==> src/rtl/stopwatch_pkg.sv <==
// Shared types and constants for the stopwatch core: FSM states, BCD digit
// type and the per-digit radix table (hundredths up to tens of minutes).
package stopwatch_pkg;

    localparam int MAX_DIGITS = 6;

    typedef logic [3:0] bcd_t;

    typedef enum logic [1:0] {
        ST_IDLE    = 2'd0,
        ST_RUN     = 2'd1,
        ST_PAUSED  = 2'd2,
        ST_EXPIRED = 2'd3
    } state_t;

    // Digit 0 is hundredths; digits 3 and 5 are the tens-of-seconds and
    // tens-of-minutes positions, hence radix 6.
    localparam int RADIX [MAX_DIGITS] = '{10, 10, 10, 6, 10, 6};

    function automatic bcd_t digit_max(input int k);
        return bcd_t'(RADIX[k] - 1);
    endfunction

    // Out-of-range preset digits clamp to the largest legal value.
    function automatic bcd_t saturate(input bcd_t v, input int k);
        return (int'(v) > RADIX[k] - 1) ? digit_max(k) : v;
    endfunction

endpackage

==> src/rtl/stopwatch_core_if.sv <==
// Control pulses, preset and display/status signals between the button
// front end (master) and the stopwatch core (slave).
interface stopwatch_core_if #(
    parameter int NUM_DIGITS = 4
);
    logic                    start_stop;
    logic                    clear;
    logic                    lap;
    logic                    count_down;
    logic                    load;
    logic [4*NUM_DIGITS-1:0] preset;
    logic [4*NUM_DIGITS-1:0] digits;
    logic                    running;
    logic                    lap_active;
    logic                    expired;
    logic                    wrapped;

    modport master (
        output start_stop, clear, lap, count_down, load, preset,
        input  digits, running, lap_active, expired, wrapped
    );

    modport slave (
        input  start_stop, clear, lap, count_down, load, preset,
        output digits, running, lap_active, expired, wrapped
    );
endinterface

==> src/rtl/tick_gen.sv <==
// Prescaler: counts 0..DIV-1 while enabled, holds while disabled so a
// paused stopwatch resumes with its sub-tick phase intact.
module tick_gen #(
    parameter int DIV = 10
) (
    input  logic clk,
    input  logic reset,
    input  logic enable,
    input  logic clear,
    output logic tick
);
    localparam int W = (DIV > 1) ? $clog2(DIV) : 1;
    localparam logic [W-1:0] LAST = W'(DIV - 1);

    logic [W-1:0] count;

    // Prescaler register: clear and reset both return to phase zero.
    always_ff @(posedge clk) begin
        if (!reset) begin
            count <= '0;
        end else if (clear) begin
            count <= '0;
        end else if (enable) begin
            count <= (count == LAST) ? '0 : count + 1'b1;
        end
    end

    assign tick = enable && !clear && (count == LAST);
endmodule

==> src/rtl/stopwatch_core.sv <==
// BCD stopwatch/timer core with up-count, preset count-down with expiry
// and lap-hold display.
//
//   state      | meaning
//   -----------+-----------------------------------------------
//   ST_IDLE    | stopped after reset/clear, prescaler at zero
//   ST_RUN     | prescaler running, digits advance on each tick
//   ST_PAUSED  | count and prescaler phase held
//   ST_EXPIRED | count-down hit zero; only clear/reset leave
module stopwatch_core
    import stopwatch_pkg::*;
#(
    parameter int CLK_HZ     = 100_000_000,
    parameter int TICK_HZ    = 100,
    parameter int NUM_DIGITS = 4
) (
    input  logic             clk,
    input  logic             reset,
    stopwatch_core_if.slave  bus
);
    localparam int DIV = CLK_HZ / TICK_HZ;
    localparam int W   = 4 * NUM_DIGITS;

    state_t         state, state_next;
    logic           mode, mode_next;
    logic           lap_q, lap_next;
    logic [W-1:0]   live, live_next;
    logic [W-1:0]   snap, snap_next;
    logic [W-1:0]   up_val, dn_val, preset_sat;
    logic [NUM_DIGITS:0] carry, borrow;
    logic           tick, load_ok, ev_load, ev_ss, ev_lap, idle_or_paused;
    logic           wrap_now, expire_now, live_zero;
    logic           running_d, expired_d, wrapped_d;
    logic [W-1:0]   digits_d;

    // Pulse priority: clear > load > start_stop > lap.
    assign ev_load        = bus.load && !bus.clear;
    assign ev_ss          = bus.start_stop && !bus.clear && !bus.load;
    assign ev_lap         = bus.lap && !bus.clear && !bus.load && !bus.start_stop;
    assign idle_or_paused = (state == ST_IDLE) || (state == ST_PAUSED);
    assign load_ok        = ev_load && idle_or_paused;

    tick_gen #(.DIV(DIV)) u_tick (
        .clk    (clk),
        .reset  (reset),
        .enable (state == ST_RUN),
        .clear  (bus.clear),
        .tick   (tick)
    );

    assign carry[0]  = 1'b1;
    assign borrow[0] = 1'b1;

    for (genvar k = 0; k < NUM_DIGITS; k++) begin : g_digit
        bcd_t d;
        logic at_max, at_zero;
        assign d       = live[4*k +: 4];
        assign at_max  = (d == digit_max(k));
        assign at_zero = (d == 4'd0);
        assign up_val[4*k +: 4] = carry[k]  ? (at_max  ? 4'd0 : d + 4'd1) : d;
        assign dn_val[4*k +: 4] = borrow[k] ? (at_zero ? digit_max(k) : d - 4'd1) : d;
        assign carry[k+1]  = carry[k]  && at_max;
        assign borrow[k+1] = borrow[k] && at_zero;
        assign preset_sat[4*k +: 4] = saturate(bus.preset[4*k +: 4], k);
    end

    assign live_zero  = (live == '0);
    assign wrap_now   = tick && !mode && carry[NUM_DIGITS];
    assign expire_now = tick && mode && (dn_val == '0);

    // State register.
    always_ff @(posedge clk) begin
        if (!reset) state <= ST_IDLE;
        else        state <= state_next;
    end

    // Next-state logic; expiry outranks a same-cycle start_stop.
    always_comb begin
        state_next = state;
        if (bus.clear) begin
            state_next = ST_IDLE;
        end else if (expire_now) begin
            state_next = ST_EXPIRED;
        end else if (ev_ss) begin
            case (state)
                ST_IDLE, ST_PAUSED:
                    state_next = (bus.count_down && live_zero) ? ST_EXPIRED : ST_RUN;
                ST_RUN:  state_next = ST_PAUSED;
                default: state_next = state;
            endcase
        end
    end

    // Output decode from the next state so every output leaves a flop.
    always_comb begin
        running_d = (state_next == ST_RUN);
        expired_d = (state_next == ST_EXPIRED);
        wrapped_d = wrap_now && !bus.clear;
        digits_d  = lap_next ? snap_next : live_next;
    end

    // Counter, mode latch and lap snapshot next values.
    always_comb begin
        live_next = live;
        snap_next = snap;
        lap_next  = lap_q;
        mode_next = mode;
        if (bus.clear) begin
            live_next = '0;
            lap_next  = 1'b0;
        end else begin
            if (load_ok)   live_next = preset_sat;
            else if (tick) live_next = mode ? dn_val : up_val;
            if (ev_ss && idle_or_paused) mode_next = bus.count_down;
            if (ev_lap && (state == ST_RUN || state == ST_PAUSED)) begin
                lap_next = !lap_q;
                if (!lap_q) snap_next = live;
            end
        end
    end

    // Datapath and output registers.
    always_ff @(posedge clk) begin
        if (!reset) begin
            live           <= '0;
            snap           <= '0;
            lap_q          <= 1'b0;
            mode           <= 1'b0;
            bus.digits     <= '0;
            bus.running    <= 1'b0;
            bus.lap_active <= 1'b0;
            bus.expired    <= 1'b0;
            bus.wrapped    <= 1'b0;
        end else begin
            live           <= live_next;
            snap           <= snap_next;
            lap_q          <= lap_next;
            mode           <= mode_next;
            bus.digits     <= digits_d;
            bus.running    <= running_d;
            bus.lap_active <= lap_next;
            bus.expired    <= expired_d;
            bus.wrapped    <= wrapped_d;
        end
    end
endmodule

==> src/flat_wrapper.sv <==
// flat-port wrapper written by rule: the top's interface ports become plain ports
module stopwatch_core_flat import stopwatch_pkg::*;
#(
    parameter int CLK_HZ     = 100_000_000,
    parameter int TICK_HZ    = 100,
    parameter int NUM_DIGITS = 4
)
  (clk, reset, bus_start_stop, bus_clear, bus_lap, bus_count_down, bus_load, bus_preset, bus_digits, bus_running, bus_lap_active, bus_expired, bus_wrapped);
  stopwatch_core_if #(.NUM_DIGITS(NUM_DIGITS)) bus_i ();
  input  logic clk;
  input  logic reset;
  input wire logic [$bits(bus_i.start_stop)-1:0] bus_start_stop;
  input wire logic [$bits(bus_i.clear)-1:0] bus_clear;
  input wire logic [$bits(bus_i.lap)-1:0] bus_lap;
  input wire logic [$bits(bus_i.count_down)-1:0] bus_count_down;
  input wire logic [$bits(bus_i.load)-1:0] bus_load;
  input wire logic [$bits(bus_i.preset)-1:0] bus_preset;
  output wire logic [$bits(bus_i.digits)-1:0] bus_digits;
  output wire logic [$bits(bus_i.running)-1:0] bus_running;
  output wire logic [$bits(bus_i.lap_active)-1:0] bus_lap_active;
  output wire logic [$bits(bus_i.expired)-1:0] bus_expired;
  output wire logic [$bits(bus_i.wrapped)-1:0] bus_wrapped;
  assign bus_i.start_stop = bus_start_stop;
  assign bus_i.clear = bus_clear;
  assign bus_i.lap = bus_lap;
  assign bus_i.count_down = bus_count_down;
  assign bus_i.load = bus_load;
  assign bus_i.preset = bus_preset;
  assign bus_digits = bus_i.digits;
  assign bus_running = bus_i.running;
  assign bus_lap_active = bus_i.lap_active;
  assign bus_expired = bus_i.expired;
  assign bus_wrapped = bus_i.wrapped;
  stopwatch_core #(.CLK_HZ(CLK_HZ), .TICK_HZ(TICK_HZ), .NUM_DIGITS(NUM_DIGITS)) u_core (.clk(clk), .reset(reset), .bus(bus_i));
endmodule
==> config.mk <==
export PLATFORM = sky130hd
export DESIGN_NAME = stopwatch_core_flat
export DESIGN_NICKNAME = d
export VERILOG_FILES = /design/src/rtl/stopwatch_pkg.sv /design/src/rtl/stopwatch_core_if.sv /design/src/rtl/tick_gen.sv /design/src/rtl/stopwatch_core.sv /design/src/flat_wrapper.sv
export SDC_FILE = /design/constraint.sdc
export NUM_CORES = 1
export LEC_CHECK = 0
export CAP_MARGIN = 40
export CORE_MARGIN = 3
export CORE_UTILIZATION = 45
export DETAILED_ROUTE_END_ITERATION = 16
export PLACE_DENSITY = 0.68
export SLEW_MARGIN = 40
export SYNTH_ARGS = -nofsm -noshare
export SYNTH_HDL_FRONTEND = slang
export SYNTH_SLANG_ARGS = --single-unit
==> constraint.sdc <==
create_clock -name clk -period 3 [get_ports clk]
set_input_delay 0.9 -clock clk [delete_from_list [all_inputs] [get_ports clk]]
set_output_delay 0.9 -clock clk [all_outputs]
set_load 0.02 [all_outputs]
=== Word-level counts from Yosys, hierarchy flattened ===
Index checks and enable logic that the tools add are counted.

* Muxes and demuxes: 34
* Divide/modulo/power cells: 0
* $mul: 0
* Shift-type cells: 0
* $lt $le $gt $ge: 4
* Eq/ne operators: 9
* Bitwise gates (word level): 2
* $add $sub $neg: 9
* Reduce and logical (&&, ||, !) cells: 39

{| class="wikitable"
|+ Operators with widths
! kind !! number
|-
| $mux 16 || 8
|-
| $mux 4 || 18
|-
| $logic_not 16->1 || 2
|-
| $logic_and 1x1->1 || 22
|-
| $add 20x1->20 const B || 1
|-
| $eq 20x20->1 const B || 1
|-
| $mux 20 || 1
|-
| $add 4x1->4 const B || 4
|-
| $logic_not 4->1 || 4
|-
| $sub 4x1->4 const B || 4
|-
| $eq 4x4->1 const B || 3
|-
| $gt 4x4->1 const B || 3
|-
| $mux 2 || 4
|-
| $logic_not 1->1 || 5
|-
| $eq 2x1->1 const B || 2
|-
| $eq 2x2->1 const B || 2
|-
| $eq 4x3->1 const B || 1
|-
| $gt 4x3->1 const B || 1
|-
| $pmux 2 s2 || 1
|-
| $reduce_or 2->1 || 2
|-
| $logic_not 2->1 || 1
|-
| $logic_or 1x1->1 || 2
|-
| $mux 1 || 2
|-
| $not 1->1 || 2
|-
| $reduce_and 2->1 || 1
|}

* Memory bits (read-only): 0
* Bits in registers: 75
* RAM bits: 0
* Memories: 0
* Bits in latches: 0

=== Longest topological paths before layout ===
Gate-level depths: netlist of run 1.

* Word-level depth: 9
* Depth in mapped cells: 11
* Gate-level depth less buffers: 8

=== Cells and area by module ===
From an unflattened synthesis of run 1, not the netlist that was laid out.

* Cells, all modules: 528
* Area total of the unflattened synthesis: 4421.7 um2

{| class="wikitable"
|+ Modules (own cells, without submodules)
! module !! seq. area each (um2) !! area an instance (um2) !! cells an instance !! times used
|-
| stopwatch_core || 1101.1 || 3448.3 || 414 || 1
|-
| tick_gen || 400.4 || 973.4 || 114 || 1
|}

=== Worst setup path before layout of run 1 ===
Ideal clock, no wire load.

* Kind: reg-to-reg
* Start point: reg u_core.live[4]
* End point: reg u_core.state[1]
* Data arrival time: 2633 ps
* Slack: 293 ps
* Clock period less this slack: 2707 ps
* Stages on the path, launching flop included: 11
* Buffers on the path: 2
* Library setup time: 74 ps
* Cells stage by stage: dfxtp_1 > clkbuf_1 > inv_1 > ha_1 > or3b_2 > clkbuf_1 > o41a_1 > o31ai_1 > nand2_1 > or4_4 > o21ai_0

* Cells in the longest elaborated chain, start to end: 8
* Elaborated cells on any way between the ends: 17

{| class="wikitable"
|+ Ends and longest elaborated chain
! what !! RTL line !! text
|-
| from (decl) || stopwatch_core.sv:27 || <nowiki>logic [W-1:0] live, live_next;</nowiki>
|-
| from (signal assigned) || stopwatch_core.sv:135 || <nowiki>live <= live_next;</nowiki>
|-
| branches (longest 6 deep; another with $sub 4x1->4) || -- ||
|-
| $mux 2 * || stopwatch_core.sv:82 || <nowiki>end else if (expire_now) begin</nowiki>
|-
| $mux 2 * || stopwatch_core.sv:80 || <nowiki>if (bus.clear) begin</nowiki>
|-
| to (signal assigned) || stopwatch_core.sv:74 || <nowiki>else state <= state_next;</nowiki>
|-
| to (decl) || stopwatch_core.sv:24 || <nowiki>state_t state, state_next;</nowiki>
|}

Every way passes the cells marked *.
A chain may end at the register's enable or synchronous reset.

=== Worst setup path after layout of run 1 ===
* Start point: reg u_core.live[1]
* End point: reg u_core.state[1]

* Cells in the longest elaborated chain, start to end: 8
* Elaborated cells on any way between the ends: 17

{| class="wikitable"
|+ Ends and longest elaborated chain
! what !! RTL line
|-
| branches (longest 6 deep; another with $sub 4x1->4) || --
|-
| $mux 2 * || stopwatch_core.sv:82
|-
| $mux 2 * || stopwatch_core.sv:80
|}

Marks and branches as above.

==> results of run 1 <==
-- flip-flops by register name, indices dropped and copies added (netlist names), 2 cells and up --
| signal | cells |
|---|---|
| u_core.live | 16 |
| u_core.u_tick.count | 20 |
| u_core.snap | 16 |
| u_core.state | 2 |
| u_core.bus.digits | 16 |
-- per-stage QoR --
step                cells  instance area [µm²]  hold WS (ns)  worst slack, ns
floorplan             553                 4463        0.4622           0.2928
global placement      725                 5187        0.4864          0.07655
detailed placement    725                 5187        0.4981          0.05453
CTS                   741                 5411        0.5144           0.1988
global route          741                 5411        0.5495         0.009917
finish                741                 5411        0.5134           0.1884
-- layout make-up --
class / instances / share of cell area, %
Timing Repair Buffer: 79 / 13.13
Tap cell: 129 / 2.983
Clock buffer: 9 / 2.289
Multi-Input combinational cell: 422 / 50.61
Sequential cell: 75 / 27.75
Clock inverter: 7 / 1.850
Inverter: 20 / 1.387
-- logic make-up after synthesis --
family          Yosys count
flops                    75
compound gates          142
fa+ha+maj                18
buf+inv                  56
simple gates            225
mux                      18
xor+xnor                 19
-- cells in the final DEF, fill, tap and decap left out, drive strengths merged, types with 4 or more instances in the layout --
master and n:
o2bb2ai 4, nand2 45, a31oi 13, mux2i 15, inv 22, nand4 10
a211oi 6, o21ai 30, nor3b 8, o211ai 8, ha 18, xor2 12
nand3b 5, o31ai 7, and4 5, a2bb2oi 4, xnor2 7, clkdlybuf4s50 42
nand2b 5, buf 37, nor2 56, nor3 11, and3 5, a21oi 35
nor2b 24, nor4 5, dfxtp 75, clkbuf 9, and3b 4, nand3 21
-- metal layers --
| layer | wire, µm | vias to the layer above |
|---|---|---|
| met5 | 0 | - |
| met4 | 281 | 0 |
| met3 | 804 | 24 |
| met2 | 6152 | 159 |
| met1 | 5744 | 2042 |
| li1 | - | 2110 |
-- worst max path at each step --
stage,endpoint,from
floorplan,u_core.state[1],u_core.live[4]
global placement,u_core.bus.digits[4],bus_clear
detailed placement,u_core.bus.digits[2],bus_clear
CTS,u_core.state[1],u_core.live[1]
global route,u_core.state[1],u_core.live[9]
finish,u_core.state[1],u_core.live[1]
-- power by group through the flow --
stage               clock network, µW  registers, µW  logic (µW)
global placement                    0           1050         283
finish                            889           1030         287
detailed placement                  0           1050         283
CTS                               911           1030         284
global route                      941           1030         313
floorplan                           0           1050         167
-- worst reg2reg max path: cells and delay by family, from the launching register on --
family          cells  cell delay, ns
compound gates      3            0.80
fa+ha+maj           1            0.18
buf+inv             2            0.38
flops               1            0.39
simple gates        3            0.99
==> out/qor.csv, run 1 <==
metric,value,unit
syn-num-nets,594,
htreeDepth,3,
drc_errors,0,
min_to,u_core.snap[12],
postCtsHoldBufs,0,
postSynthCellCount,553,
synth_top_area_share,33.64,%
min_period,2.812,ns
synth_compound_area_share,21.00,%
cts_tree,yes,
antenna_cells,0,
synth_most_common_cell,dfxtp_1,
grt_pass1_wl,21170,µm
setup_tns,0,ns
critPathCaptureType,register,
portBuffers,42,
overflow,0,
clock-sinks,75,
fin_crit_sh,93.72,%
cts_resized,0,
cp-start-kind,register,
die_area,11150,µm²
power,2203,µW
grtUsageMet2,39.21,%
synthMuxAreaShare,4.626,%
synth_edf_count,0,
crit_family,simple AND/OR/NAND/NOR gates,
core_area,9459,µm²
internal-power,1611,µW
root_buffer,clkbuf_8,
yosys_warnings,0,
power_leakage,0.001970,µW
slowest_delay,0.46,ns
rsz0062_at_grt,no,
worstMarginPinSlew,0.6392,ns
p_comb_share,13.0,%
post-synth-top-area-cell,dfxtp_1,
synthAdderAreaFrac,5.046,%
gp_congestion,1.010,
drt-initial-drc-count,384,
cap_violations,0,
path_class,reg -> reg,
min_path_cells,2,
hold_class,reg -> reg,
grt_max_degree,26,
hold_viol,0,
synth_area_per_cell,8.071,µm²
io_pins,43,
p_switching,591.2,µW
setup_violations,0,
antenna_found_initial,0,
netlist_area,4463,µm²
numCtsBuffers,9,
cp_num_buf_inv,2,
reg2reg_slack,0.19,ns
grt_util_met1,31.16,%
p_seq_share,46.6,%
register_area,1501,µm²
outcome,"finished, final reports clean",
skew,0.01154,ns
reg2regPathDepth,9,
n_fill_cell,896,
fmaxAchievable,355.7,MHz
gr-usage-all-layers,23.64,%
grtUsageMet3,3.980,%
synth_top_family_by_area,simple AND/OR/NAND/NOR gates,
synth-seq-cells,75,
required,3.28,ns
cts_setup_buffers,0,
synth_simple_gate_area_share,26.83,%
async_flop_share,0,%
timing.rr.start,u_core.live[1],
swShare,26.84,%
slew_viol_final,0,
yosys-top-cells-area,"dfxtp_1, ha_1, nor2_1, a21oi_1, nand2_1",
pwr-share-clk,40.4,%
busiest_layer,met2,
powerDensity,407.0,nW/µm²
cts_max_path_buffers,2,
synth_commonest_cells,"dfxtp_1, nor2_1, nand2_1",
cp_max_fo,8,
vdd_ir_drop_max,0.0003324,V
multi_input_area,2739,µm²
crit_arrival,3.09,ns
dpl.hpwl,9532,µm
dr.pass1.iters,6,
final_core_util,57.21,%
vias,4335,
hold_start,u_core.snap[12],
layout.nets,648,
slowest_stage,or3b_1,
clkTransAtPathRegs,0.08,ns
placementRows,35,
die_w,105.6,µm
path_cells,inv_1 > ha_1 > or3b_1 > buf_4 > o41a_1 > o31ai_1 > nand2_1 > or4_4 > o21ai_0,
cp.depth,9,
synth_cell_types,69,
die_h,105.6,µm
synth-xor-area-share,3.729,%
r2r-end,u_core.state[1],
syn_to_final_growth,21.25,%
routed_wl,12980,µm
max-slew-margin-rel,56.99,%
drive_gt1_share,10.95,%
ys.flop_type,dfxtp_1,
start_util,47.18,%
insertion_delay,0.36,ns
first_global_vias,4185,
wire_per_inst,17.52,µm
synth-seq-area-share,33.64,%
postRouteAntennaNets,0,
vias_per_cell,5.850,
Note: power is estimated with default switching activity, not from simulation.
==> run 2, diff against run 1 <==
==> constraint.sdc (replaced) <==
create_clock -name clk -period 2.6 [get_ports clk]
set_input_delay 0.78 -clock clk [delete_from_list [all_inputs] [get_ports clk]]
set_output_delay 0.78 -clock clk [all_outputs]
set_load 0.02 [all_outputs]
==> out/qor.csv, run 2 (synthesis results as in run 1) <==
metric,value,unit
outcome,"finished, final reports clean",
cp_max_fo,3,
dp.cells,752,
powerDensity,453.2,nW/µm²
rsz0062_at_grt,no,
cts_tree,yes,
insertion_delay,0.35,ns
start_util,47.18,%
path_class,reg -> reg,
clock-sinks,75,
fmaxAchievable,393.4,MHz
drive_gt1_share,15.65,%
grt_pass1_wl,22050,µm
cts_max_path_buffers,2,
wire_per_inst,17.46,µm
drt-initial-drc-count,376,
cp-start-kind,register,
skew,0.009474,ns
hold_viol,0,
cts_setup_buffers,0,
gp_congestion,0.9503,
fin_cells,768,
internal-power,1894,µW
hold-worst-slack,0.5103,ns
first_global_vias,4289,
layout.nets,675,
die_area,11150,µm²
p_seq_share,46.1,%
swShare,25.94,%
gr-usage-all-layers,24.58,%
fin_crit_sh,97.76,%
reg2reg_slack,0.06,ns
postRouteAntennaNets,0,
grt_max_degree,26,
worstMarginPinSlew,0.5786,ns
min_period,2.542,ns
antenna_cells,0,
final_common_cell,dfxtp_1,
vias,4478,
setup_violations,0,
max-slew-margin-rel,61.13,%
routed_wl,13410,µm
vdd_ir_drop_max,0.0003077,V
dpl.hpwl,9975,µm
drc_errors,0,
hold_class,reg -> reg,
crit_arrival,2.81,ns
final_cell_mix,"dfxtp_1, buf_4, nor2_1, nand2_1, clkdlybuf4s50_1",
pwr-share-clk,39.8,%
portBuffers,42,
cts_resized,0,
root_buffer,clkbuf_8,
overflow,0,
place_ws,-0.2747,ns
die_h,105.6,µm
clkTransAtPathRegs,0.08,ns
dpl-instance-area,5398,µm²
p_comb_share,14.0,%
io_pins,43,
placementRows,35,
dr.pass1.iters,6,
cap_violations,0,
core_area,9459,µm²
p_switching,663.5,µW
postCtsHoldBufs,0,
die_w,105.6,µm
design_area,5644,µm²
syn_to_final_growth,26.46,%
top_register,u_core.u_tick.count,
largest_reg_flops,20,
vias_per_cell,5.831,
power_leakage,0.002114,µW
critPathCaptureType,register,
htreeDepth,3,
antenna_found_initial,0,
required,2.87,ns
numCtsBuffers,9,
n_fill_cell,897,
slew_viol_final,0,
worst_slack,0.05835,ns
## run 2: worst max-delay path: stages (launching register included)
cell,delay (ns)
dfxtp_1,0.32
inv_1,0.08
ha_2,0.18
or3b_1,0.37
o41a_1,0.32
o32a_1,0.36
or2_0,0.24
or4_4,0.51
o21ai_0,0.09
## run 2: through the flow
stage               utilization (%)  TNS [ns]  power (µW)
CTS                           59.46         0        2567
floorplan                         -         0        1406
global placement              57.06    -2.770        1551
finish                        59.67         0        2558
detailed placement            57.06    -3.164        1555
global route                  59.67         0        2656
## run 2: layout make-up
class	count	area [µm²]	share of cell area (%)
tap	129	161.4	2.860
inverter	20	75.07	1.330
timing repair buffer	106	900.9	15.96
sequential	75	1501	26.60
multi-input combinational	422	2779	49.24
clock inverter	6	88.84	1.574
clock buffer	10	137.6	2.438
## run 2: layer usage
metal / share of wire, % / GRT usage (%) / vias to the layer above
li1: - / - / 2166
met1: 44 / 33.26 / 2137
met2: 48 / 39.53 / 148
met3: 6.1 / 4.164 / 27
met4: 1.9 / 8.696 / 0
met5: 0 / 0 / -
## run 2: power groups by stage
stage / sequential [µW] / clock (µW) / combinational [µW]
floorplan: 1210 / 0 / 196
finish: 1180 / 1020 / 359
CTS: 1180 / 1040 / 351
global route: 1180 / 1090 / 388
global placement: 1210 / 0 / 345
detailed placement: 1210 / 0 / 349
## run 2: worst paths after layout
| kind | start | end | cells after the start |
|---|---|---|---|
| min reg2reg | u_core.u_tick.count[15] | u_core.u_tick.count[15] | 2 |
| max | u_core.live[0] | u_core.state[1] | 8 |
| min | u_core.u_tick.count[15] | u_core.u_tick.count[15] | 2 |
| max reg2reg | u_core.live[0] | u_core.state[1] | 8 |
==> run 3, diff against run 2 <==
--- a/config.mk
+++ b/config.mk
@@ -5,7 +5,6 @@
 export SDC_FILE = /design/constraint.sdc
 export NUM_CORES = 1
 export LEC_CHECK = 0
-export CAP_MARGIN = 40
 export CORE_MARGIN = 3
 export CORE_UTILIZATION = 45
 export DETAILED_ROUTE_END_ITERATION = 16
==> results of run 3 <==
The final DEF is identical to that of run 2; final timing and power are the same.
